==> src/rtl/timer_counter_pkg.sv <==
// Shared constants and FSM state type for the memory-mapped timer/counter.
package timer_counter_pkg;

    localparam logic [1:0] ADDR_CTRL   = 2'd0;
    localparam logic [1:0] ADDR_PRESET = 2'd1;
    localparam logic [1:0] ADDR_COUNT  = 2'd2;

    localparam int unsigned CTRL_EN      = 0;
    localparam int unsigned CTRL_MODE_LO = 1;
    localparam int unsigned CTRL_MODE_HI = 2;
    localparam int unsigned CTRL_IM      = 3;

    // Reserved CTRL bits are never stored, so they always read back as 0.
    localparam logic [31:0] CTRL_MASK = 32'h0000_000F;

    localparam logic [1:0] MODE_ONESHOT = 2'b00;
    localparam logic [1:0] MODE_RELOAD  = 2'b01;

    typedef enum logic [1:0] {
        ST_IDLE,
        ST_LOAD,
        ST_CNT,
        ST_INT
    } state_t;

endpackage

==> src/rtl/timer_counter_byte_merge.sv <==
// Byte-lane write merge: replaces only the bytes of old_val selected by byteen.
module timer_counter_byte_merge (
    input  logic [31:0] old_val,
    input  logic [31:0] wdata,
    input  logic [3:0]  byteen,
    output logic [31:0] merged
);

    always_comb begin
        merged = old_val;
        for (int unsigned i = 0; i < 4; i++) begin
            if (byteen[i]) begin
                merged[8*i +: 8] = wdata[8*i +: 8];
            end
        end
    end

endmodule

==> src/rtl/timer_counter.sv <==
// CPU-mapped down-counter with one-shot / auto-reload modes and a maskable interrupt.
module timer_counter
    import timer_counter_pkg::*;
#(
    parameter logic [31:0] PRESET_INIT = 32'h0000_0000
) (
    input  logic        clk,
    input  logic        reset,
    input  logic [1:0]  addr,
    input  logic        we,
    input  logic [3:0]  byteen,
    input  logic [31:0] wdata,
    output logic [31:0] rdata,
    output logic        irq
);

    state_t      state_q, state_d;
    logic [31:0] ctrl_q, ctrl_d;
    logic [31:0] preset_q, preset_d;
    logic [31:0] count_q, count_d;
    logic        pending_q, pending_d;

    logic [31:0] ctrl_merged, preset_merged;
    logic        ctrl_wr, preset_wr, en_set_by_write;
    logic        en, oneshot;

    timer_counter_byte_merge u_merge_ctrl (
        .old_val (ctrl_q),
        .wdata   (wdata),
        .byteen  (byteen),
        .merged  (ctrl_merged)
    );

    timer_counter_byte_merge u_merge_preset (
        .old_val (preset_q),
        .wdata   (wdata),
        .byteen  (byteen),
        .merged  (preset_merged)
    );

    assign ctrl_wr         = we && (addr == ADDR_CTRL) && (byteen != 4'b0000);
    assign preset_wr       = we && (addr == ADDR_PRESET) && (byteen != 4'b0000);
    assign en_set_by_write = ctrl_wr && byteen[0] && wdata[CTRL_EN];

    // FSM decisions always use the pre-write CTRL value.
    assign en      = ctrl_q[CTRL_EN];
    assign oneshot = (ctrl_q[CTRL_MODE_HI:CTRL_MODE_LO] == MODE_ONESHOT) || ctrl_q[CTRL_MODE_HI];

    always_comb begin
        state_d   = state_q;
        count_d   = count_q;
        ctrl_d    = ctrl_wr ? (ctrl_merged & CTRL_MASK) : ctrl_q;
        preset_d  = preset_wr ? preset_merged : preset_q;
        pending_d = ctrl_wr ? 1'b0 : pending_q;

        case (state_q)
            ST_IDLE: begin
                if (en) state_d = ST_LOAD;
            end
            ST_LOAD: begin
                count_d = preset_q;
                state_d = ST_CNT;
            end
            ST_CNT: begin
                if (!en) begin
                    state_d = ST_IDLE;
                end else if (count_q == '0) begin
                    // Pending rises on entry to INT so irq is visible during the INT cycle.
                    state_d   = ST_INT;
                    pending_d = 1'b1;
                end else begin
                    count_d = count_q - 32'd1;
                end
            end
            ST_INT: begin
                if (oneshot) begin
                    if (!en_set_by_write) ctrl_d[CTRL_EN] = 1'b0;
                    state_d = ST_IDLE;
                end else begin
                    pending_d = 1'b0;
                    state_d   = ST_LOAD;
                end
            end
            default: state_d = ST_IDLE;
        endcase
    end

    always_ff @(posedge clk or negedge reset) begin
        if (!reset) begin
            state_q   <= ST_IDLE;
            ctrl_q    <= '0;
            preset_q  <= PRESET_INIT;
            count_q   <= '0;
            pending_q <= 1'b0;
        end else begin
            state_q   <= state_d;
            ctrl_q    <= ctrl_d;
            preset_q  <= preset_d;
            count_q   <= count_d;
            pending_q <= pending_d;
        end
    end

    assign irq = pending_q & ctrl_q[CTRL_IM];

    always_comb begin
        case (addr)
            ADDR_CTRL:   rdata = ctrl_q;
            ADDR_PRESET: rdata = preset_q;
            ADDR_COUNT:  rdata = count_q;
            default:     rdata = '0;
        endcase
    end

endmodule

==> config.mk <==
export PLATFORM = sky130hd
export DESIGN_NAME = timer_counter
export DESIGN_NICKNAME = d
export VERILOG_FILES = /design/src/rtl/timer_counter_pkg.sv /design/src/rtl/timer_counter_byte_merge.sv /design/src/rtl/timer_counter.sv
export SDC_FILE = /design/constraint.sdc
export NUM_CORES = 1
export LEC_CHECK = 0
export ABC_CLOCK_PERIOD_IN_PS = 5700
export CELL_PAD_IN_SITES_DETAIL_PLACEMENT = 1
export CELL_PAD_IN_SITES_GLOBAL_PLACEMENT = 1
export CORE_MARGIN = 3
export CORE_UTILIZATION = 44
export CTS_CLUSTER_DIAMETER = 200
export CTS_CLUSTER_SIZE = 12
export DETAILED_ROUTE_END_ITERATION = 7
export GPL_ROUTABILITY_DRIVEN = 0
export PLACE_DENSITY_LB_ADDON = 0.1
export SLEW_MARGIN = 20
export SYNTH_ARGS = -nofsm -noshare
export SYNTH_HDL_FRONTEND = slang
export SYNTH_SLANG_ARGS = --single-unit
==> constraint.sdc <==
create_clock -name clk -period 5.7 [get_ports clk]
set_input_delay 0.855 -clock clk [delete_from_list [all_inputs] [get_ports clk]]
set_output_delay 0.855 -clock clk [all_outputs]
set_load 0.01 [all_outputs]
# Yosys cells after proc, flatten, opt, wreduce, memory -nomap -nowiden
# Cells that the tools add are included.
word_totals:
  register_bits: 71
  elab_cells: 59
classes:
  addsub: 1
  eq_ne: 9
  mux: 19
  bitwise_logic: 1
  reduce_logical: 20
ops:
  columns: ["operator", "count"]
  rows:
  - ["$pmux 32 s3", 1]
  - ["$mux 32", 2]
  - ["$pmux 32 s2", 1]
  - ["$logic_not 32->1", 1]
  - ["$sub 32x1->32 const B", 1]
  - ["$reduce_and 2->1", 6]
  - ["$mux 1", 10]
  - ["$pmux 2 s4", 1]
  - ["$eq 2x2->1 const B", 3]
  - ["$logic_and 1x1->1", 6]
  - ["$logic_not 2->1", 3]
  - ["$mux 2", 3]
  - ["$ne 2x2->1 const B", 3]
  - ["$eq 2x1->1 const B", 2]
  - ["$reduce_bool 4->1", 1]
  - ["$ne 3x3->1 const B", 1]
  - ["$reduce_and 3->1", 1]
  - ["$pmux 1 s2", 1]
  - ["$reduce_bool 2->1", 1]
  - ["$and 1x1->1", 1]
  - ["$logic_or 1x1->1", 1]

# Depth between registers and ports, before layout
logic_depth:
  word_depth: 8
  mapped_depth: 10

# Cells and area by module
# Synthesis repeated with hierarchy kept, for this count alone.
unflattened:
  hier_cells: 500
  hier_area_um2: 5163.7
modules_own_cells:
  columns: ["mod", "n_inst", "cells_per_inst", "area_each_um2", "seq_area_each_um2"]
  rows:
  - ["timer_counter", 1, 428, 4112.7, 1776.7]
  - ["timer_counter_byte_merge", 2, 36, 525.5, 0.0]

# Least setup slack after synthesis
# OpenSTA, ideal clock, no wires.
synth_path:
  kind: "input -> output"
  start: "input addr[1]"
  end: "output rdata[10]"
  t_arrival_ns: 2.058
  setup_slack_ns: 2.787
  path_stages: 5
  path_buffers: 3
  path_cell_list: "clkbuf_1 nor2b_1 clkbuf_1 buf_1 a22o_1"
synth_via:
  elab_chain_cells: 2
synth_rtl:
  columns: ["element", "line_no", "source"]
  rows:
  - ["start: declaration", "timer_counter.sv:9", "input logic [1:0] addr,"]
  - ["$eq 2x2->1, or another cell as far along", "timer_counter.sv:107", "case (addr)"]
  - ["$pmux 32 s3 *", "timer_counter.sv:107", null]
  - ["end: declaration", "timer_counter.sv:13", "output logic [31:0] rdata,"]
# Mark *: on every way between the ends. The rest lies on a longest branch, timed or not.

# Worst setup path after layout
layout_path:
  start: "input addr[0]"
  end: "output rdata[19]"
# Same word-level chain as after synthesis.

==> results.ini <==
[outcome]
outcome = finished, final reports clean

[synthesis]
ys_types = 45
yosysWarningCount = 0
synth_area_um2 = 4138
ys.flop_type = dfrtp_1
synth_cells = 434
ys_seq_elements = 71
synthArstFlopShare_pct = 100.0
synthesis.nets = 477
yosysSeqAreaShare_pct = 42.94
synth-edff-count = 0
syn_area_per_cell_um2 = 9.534

[pwr]
p_leak_nw = 1.993
powerDensity_nw_per_um2 = 452.3
vdd_drop_max_uv = 200.9

[clock_tree]
cts_resized = 0
cts_tree = built
insertion_delay_ps = 360
cts_hold_buf = 0
cts_num_sinks = 71
path_clk_slew_ps = 70
numCtsBuffers = 9
htree_levels = 3
post-cts-setup-buffers = 0
cts-root-buf = clkbuf_8
cts.path.max_buffers = 2

[setup_path]
crit_required_ps = 4850
worstSetupPathType = primary input to primary output
rr_worst_depth = 6
critPathCaptureType = primary output
cp.arrival_ps = 3280
path_max_fanout = 19
startpoint_type = primary input

[timing]
finClkSkew_ps = 15.43
worstMarginPinSlew_ps = 1088
holdWs_ps = 541.7
finalSetupTns_ps = 0
max_freq_mhz = 242.1
post-route-period-util_pct = 72.47
relSlewSlack_pct = 27.20
finalWorstSetupSlack_ps = 1569
hold_viol_final = 0
setup_viol = 0
drv_slew = 0
fin_crit_ps = 4131
rsz0062_at_grt = false

[floorplan]
io_pins = 74
die_x_um = 103.0
core_um2 = 8934
std_cell_rows = 34
fp.dieArea_um2 = 10600
die_h_um = 103.0
start_util_pct = 46.32

[placed_design]
io_buffers = 73
place_ws_ps = 1495
dp_cells = 583
hpwl_um = 8475

[grt]
grt_use_total_pct = 25.01
grt_start_max_net_pins = 72
antenna_found_initial = 0
grt_pass1_wl_um = 20580
grt_pass1_vias = 4004
grt_overflow = 0

[cells_and_area]
antenna_cells = 0
syn2layout_area_growth_pct = 23.44
drive_above_1_share_pct = 13.67
nNetsFinal = 529
fin_util_pct = 57.17
fin_cells = 598

[detailed_routing]
detail_route.wl_per_cell_um = 20.92
viasPerCell = 6.346
drt_first_pass_iters = 4
detail-route-antenna-nets = 0
vias = 3795
drc = 0
drt_wl_total_um = 12510
drt-initial-drc-count = 191

[job]
drv_cap = 0

[min_path]
hold_class = register to register
hold_depth = 1

-- metrics by stage --
stage                     power (mW)  cell area (µm²)
after CTS                      2.317             5107
after global placement         1.850             4911
final                          2.310             5107
after floorplan                1.544             4138
after detailed placement       1.899             4911
after global routing           2.491             5107
-- worst paths after layout --
kind / to / slack, ps / from
setup / recovery: rdata[19] / 1570 / addr[0]
hold / removal: preset_q[26]$_DFFE_PN0P_ / 540 / preset_q[26]$_DFFE_PN0P_
setup reg to reg: count_q[29]$_DFFE_PN0P_ / 2600 / count_q[8]$_DFFE_PN0P_
hold reg to reg: preset_q[26]$_DFFE_PN0P_ / 540 / preset_q[26]$_DFFE_PN0P_
max in group asynchronous: count_q[28]$_DFFE_PN0P_ / 4400 / reset
min in group asynchronous: ctrl_q[2]$_DFFE_PN0N_ / 700 / reset
-- Yosys cell counts (6+ instances only) --
library cell | n | area (µm²)
a211oi_1 | 8 | 60.06
a21oi_1 | 12 | 60.06
a22o_1 | 29 | 254.0
a2bb2oi_1 | 10 | 87.58
a31oi_1 | 9 | 56.30
a32oi_1 | 6 | 52.55
clkbuf_1 | 30 | 112.6
dfrtp_1 | 71 | 1777
mux2_2 | 35 | 394.1
nand2_1 | 16 | 60.06
nand3_1 | 15 | 75.07
nand4_1 | 6 | 37.54
nor2_1 | 38 | 142.6
nor2b_1 | 6 | 37.54
nor3_1 | 21 | 105.1
nor4_1 | 14 | 87.58
o21ai_0 | 26 | 130.1
o22a_1 | 6 | 52.55
o31ai_1 | 11 | 82.58
-- cell families (layout without fill, tap and decap cells) --
| family | count (synthesis) | after routing | synth area share [%] |
|---|---|---|---|
| flops | 71 | 71 | 42.94 |
| simple gates | 143 | 143 | 18.05 |
| fa+ha+maj | 2 | 2 | 0.6047 |
| mux | 39 | 39 | 10.49 |
| compound gates | 136 | 136 | 23.80 |
| buf+inv | 43 | 99 | 4.113 |
-- flip-flops by register name, summed over array words and instances (netlist names) --
name,flops
state_q,2
ctrl_q,4
count_q,32
preset_q,32
pending_q,1
-- routing by layer --
metal / vias up / GRT usage, % / part of all wire, %
li1: 1770 / - / -
met5: - / 0 / 0
met3: 12 / 3.992 / 5.3
met2: 100 / 41.19 / 49
met1: 1913 / 33.25 / 45
met4: 0 / 9.163 / 1.2
-- critical path, stage by stage --
cell	delay, ps
clkdlybuf4s50_1	610
nor2b_2	700
buf_4	380
a22o_1	190
clkdlybuf4s50_1	530
-- where the power goes --
part / leakage [nW] / total (mW) / switching [mW] / internal (mW)
registers: 0.855 / 0.923 / 0.241 / 0.682
clock network: 0.0944 / 0.408 / 0.197 / 0.211
logic: 1.04 / 0.979 / 0.527 / 0.452
-- layout by cell type (no fill, tap or decap), drive strengths merged, types with 2 or more instances in the layout --
| cell | n |
|---|---|
| o21ai | 26 |
| clkinvlp | 2 |
| inv | 5 |
| a32oi | 6 |
| clkdlybuf4s50 | 72 |
| mux2i | 4 |
| o22ai | 5 |
| a22oi | 4 |
| a22o | 29 |
| clkinv | 2 |
| nor2b | 6 |
| nor2 | 38 |
| o22a | 6 |
| clkbuf | 10 |
| a2bb2oi | 10 |
| a21oi | 12 |
| ha | 2 |
| nand2b | 4 |
| mux2 | 35 |
| nand3 | 15 |
| dfrtp | 71 |
| nand2 | 16 |
| and3 | 3 |
| a31oi | 9 |
| buf | 7 |
| a41oi | 3 |
| nand4 | 6 |
| a211o | 2 |
| a211oi | 8 |
| nor4 | 15 |
| or2 | 4 |
| or3 | 5 |
| o31ai | 11 |
| nor3 | 21 |
| or4 | 5 |
| and2 | 2 |
-- final cells by class --
| class | instances | area [µm²] |
|---|---|---|
| Clock buffer | 10 | 137.6 |
| Clock inverter | 5 | 58.81 |
| Fill cell | 1012 | 3826 |
| Inverter | 5 | 18.77 |
| Multi-Input combinational cell | 320 | 2210 |
| Sequential cell | 71 | 1777 |
| Tap cell | 108 | 135.1 |
| Timing Repair Buffer | 79 | 770.7 |
Note: power is estimated with default switching activity, not from simulation.
==> edit: new RTL, same flow settings <==
Set the package constant `CTRL_MODE_HI` to 4 (it was 2).
--- a/src/rtl/timer_counter_pkg.sv
+++ b/src/rtl/timer_counter_pkg.sv
@@ -8,5 +8,5 @@
     localparam int unsigned CTRL_EN      = 0;
     localparam int unsigned CTRL_MODE_LO = 1;
-    localparam int unsigned CTRL_MODE_HI = 2;
+    localparam int unsigned CTRL_MODE_HI = 4;
     localparam int unsigned CTRL_IM      = 3;
 
Formal check against the unedited RTL: not equivalent (Yosys sat finds a counterexample within 10 cycles, from zero or initial values and one cycle with reset low).
==> edit against the unedited design <==
Final area down 0.37%; area after synthesis shrank 0.88%; die area down 0.83%; wire length increased by 1.8%; setup slack improved by 0.73 ps; critical path depth unchanged; power up 4.1%; register-to-register slack worse by 150 ps; sequential cell count unchanged.
==> edit: results <==
export IMPL_status="complete, no violations"
export IMPL_clockBufferDepth=2
export IMPL_p_leak_nw=1.96
export IMPL_cts_htree_levels=3
export IMPL_cts_root_buf="clkbuf_8"
export IMPL_crit_end="rdata[5]"
export IMPL_fillers=1007
export IMPL_regToRegEndpoint="count_q[0]$_DFFE_PN0P_"
export IMPL_dpl_hpwl_um=8900
export IMPL_hp_class="register to register"
export IMPL_portBuffers=73
export IMPL_vias=3869
export IMPL_syn_area_per_cell_um2=9.63
export IMPL_holdPathStages=1
export IMPL_crit_arrival_ps=3270
export IMPL_antenna_cells=0
export IMPL_layout_nets=526
export IMPL_viasPerCell=6.49
export IMPL_clk_latency_ps=350
export IMPL_synth_net_count=469
export IMPL_drv_slew=0
export IMPL_hp_start="ctrl_q[1]$_DFFE_PN0N_"
export IMPL_dp_cells=580
export IMPL_grt_pass1_vias=3972
export IMPL_synth_seq_area_share_pct=43.3
export IMPL_cap_viol_max_count=0
export IMPL_drive_above_1_share_pct=14.1
export IMPL_synth_area_top_cells="dfrtp_1, mux2_2, a22o_1"
export IMPL_timing_rr_start="state_q[1]$_DFFE_PN0P_"
export IMPL_async_flop_share_pct=100
export IMPL_clock_skew_final_ps=12.1
export IMPL_relSlewSlack_pct=35.1
export IMPL_ys_top_cells_by_count="dfrtp_1, nand2_1, mux2_2"
export IMPL_dr_pass1_iters=4
export IMPL_antenna_found_initial=0
export IMPL_crit_path_max_fanout=19
export IMPL_path_clk_slew_ps=70
export IMPL_post_cts_buffers=0
export IMPL_vdd_drop_max_mv=0.219
export IMPL_cts_made_buffers=9
export IMPL_worstRegToRegCells=6
export IMPL_r2r_setup_slack_ps=2450
export IMPL_grt_max_degree=72
export IMPL_synth_edf_count=0
export IMPL_ys_warn_count=0
export IMPL_largestRegisters="count_q (32), preset_q (32), ctrl_q (4)"
export IMPL_grt_util_all_layers_pct=25.3
export IMPL_grt_first_pass_wirelength_um=20800
export IMPL_critPathLaunch="addr[0]"
export IMPL_ys_types=54
export IMPL_first_iter_violations=224
export IMPL_wl_per_cell_um=21.4
==> edit: power breakdown <==
| group | switching, mW | internal (mW) | total [mW] | leakage, nW |
|---|---|---|---|---|
| clock | 0.204 | 0.245 | 0.449 | 0.102 |
| sequential | 0.265 | 0.685 | 0.950 | 0.850 |
| combinational | 0.554 | 0.452 | 1.01 | 1.01 |
==> edit: critical path: stages <==
cell and delay (ps):
clkdlybuf4s50_1 600, nor2b_2 680, buf_4 380, a22o_1 200, clkdlybuf4s50_1 540
==> edit: layout make-up <==
cell class / instances / share of cell area [%]
clock inverters: 6 / 1.67
well taps: 108 / 2.66
inverters: 3 / 0.221
flip-flops and latches: 71 / 34.9
multi-input cells: 319 / 42.9
repair buffers: 79 / 15.1
clock buffers: 10 / 2.51
==> edit: cell families after synthesis <==
group                      share of synthesized area [%]
AOI/OAI and AO/OA                                   22.4
DFF                                                 43.3
and+or+nand+nor                                     18.8
muxes                                               11.1
adders and majority gates                          0.610
buffers and inverters                               3.78
==> edit: worst min-delay path by stage <==
stage | to | slack [ps]
3_5_place_dp | ctrl_q[2]$_DFFE_PN0N_ | 530
3_3_place_gp | ctrl_q[2]$_DFFE_PN0N_ | 520
5_1_grt | ctrl_q[1]$_DFFE_PN0N_ | 560
2_1_floorplan | count_q[23]$_DFFE_PN0P_ | 490
6_report | ctrl_q[1]$_DFFE_PN0N_ | 540
4_1_cts | ctrl_q[1]$_DFFE_PN0N_ | 540
==> edit: layer usage <==
metal / vias up / wire length [um] / track usage (%) / part of all wire (%)
met2: 116 / 5990 / 41.7 / 47
met1: 1990 / 5900 / 34.7 / 46
li1: 1746 / - / - / -
met4: 0 / 201 / 8.07 / 1.6
met5: - / 0 / 0 / 0
met3: 17 / 639 / 3.38 / 5.0
==> edit: per-stage QoR <==
step                area, um^2  utilization (%)  setup slack, ps
finish                    5090             57.2             1570
global route              5090             57.2             1400
detailed placement        4880             54.8             1560
floorplan                 4100                -             2790
CTS                       5090             57.2             1550
global placement          4880             54.8             1650
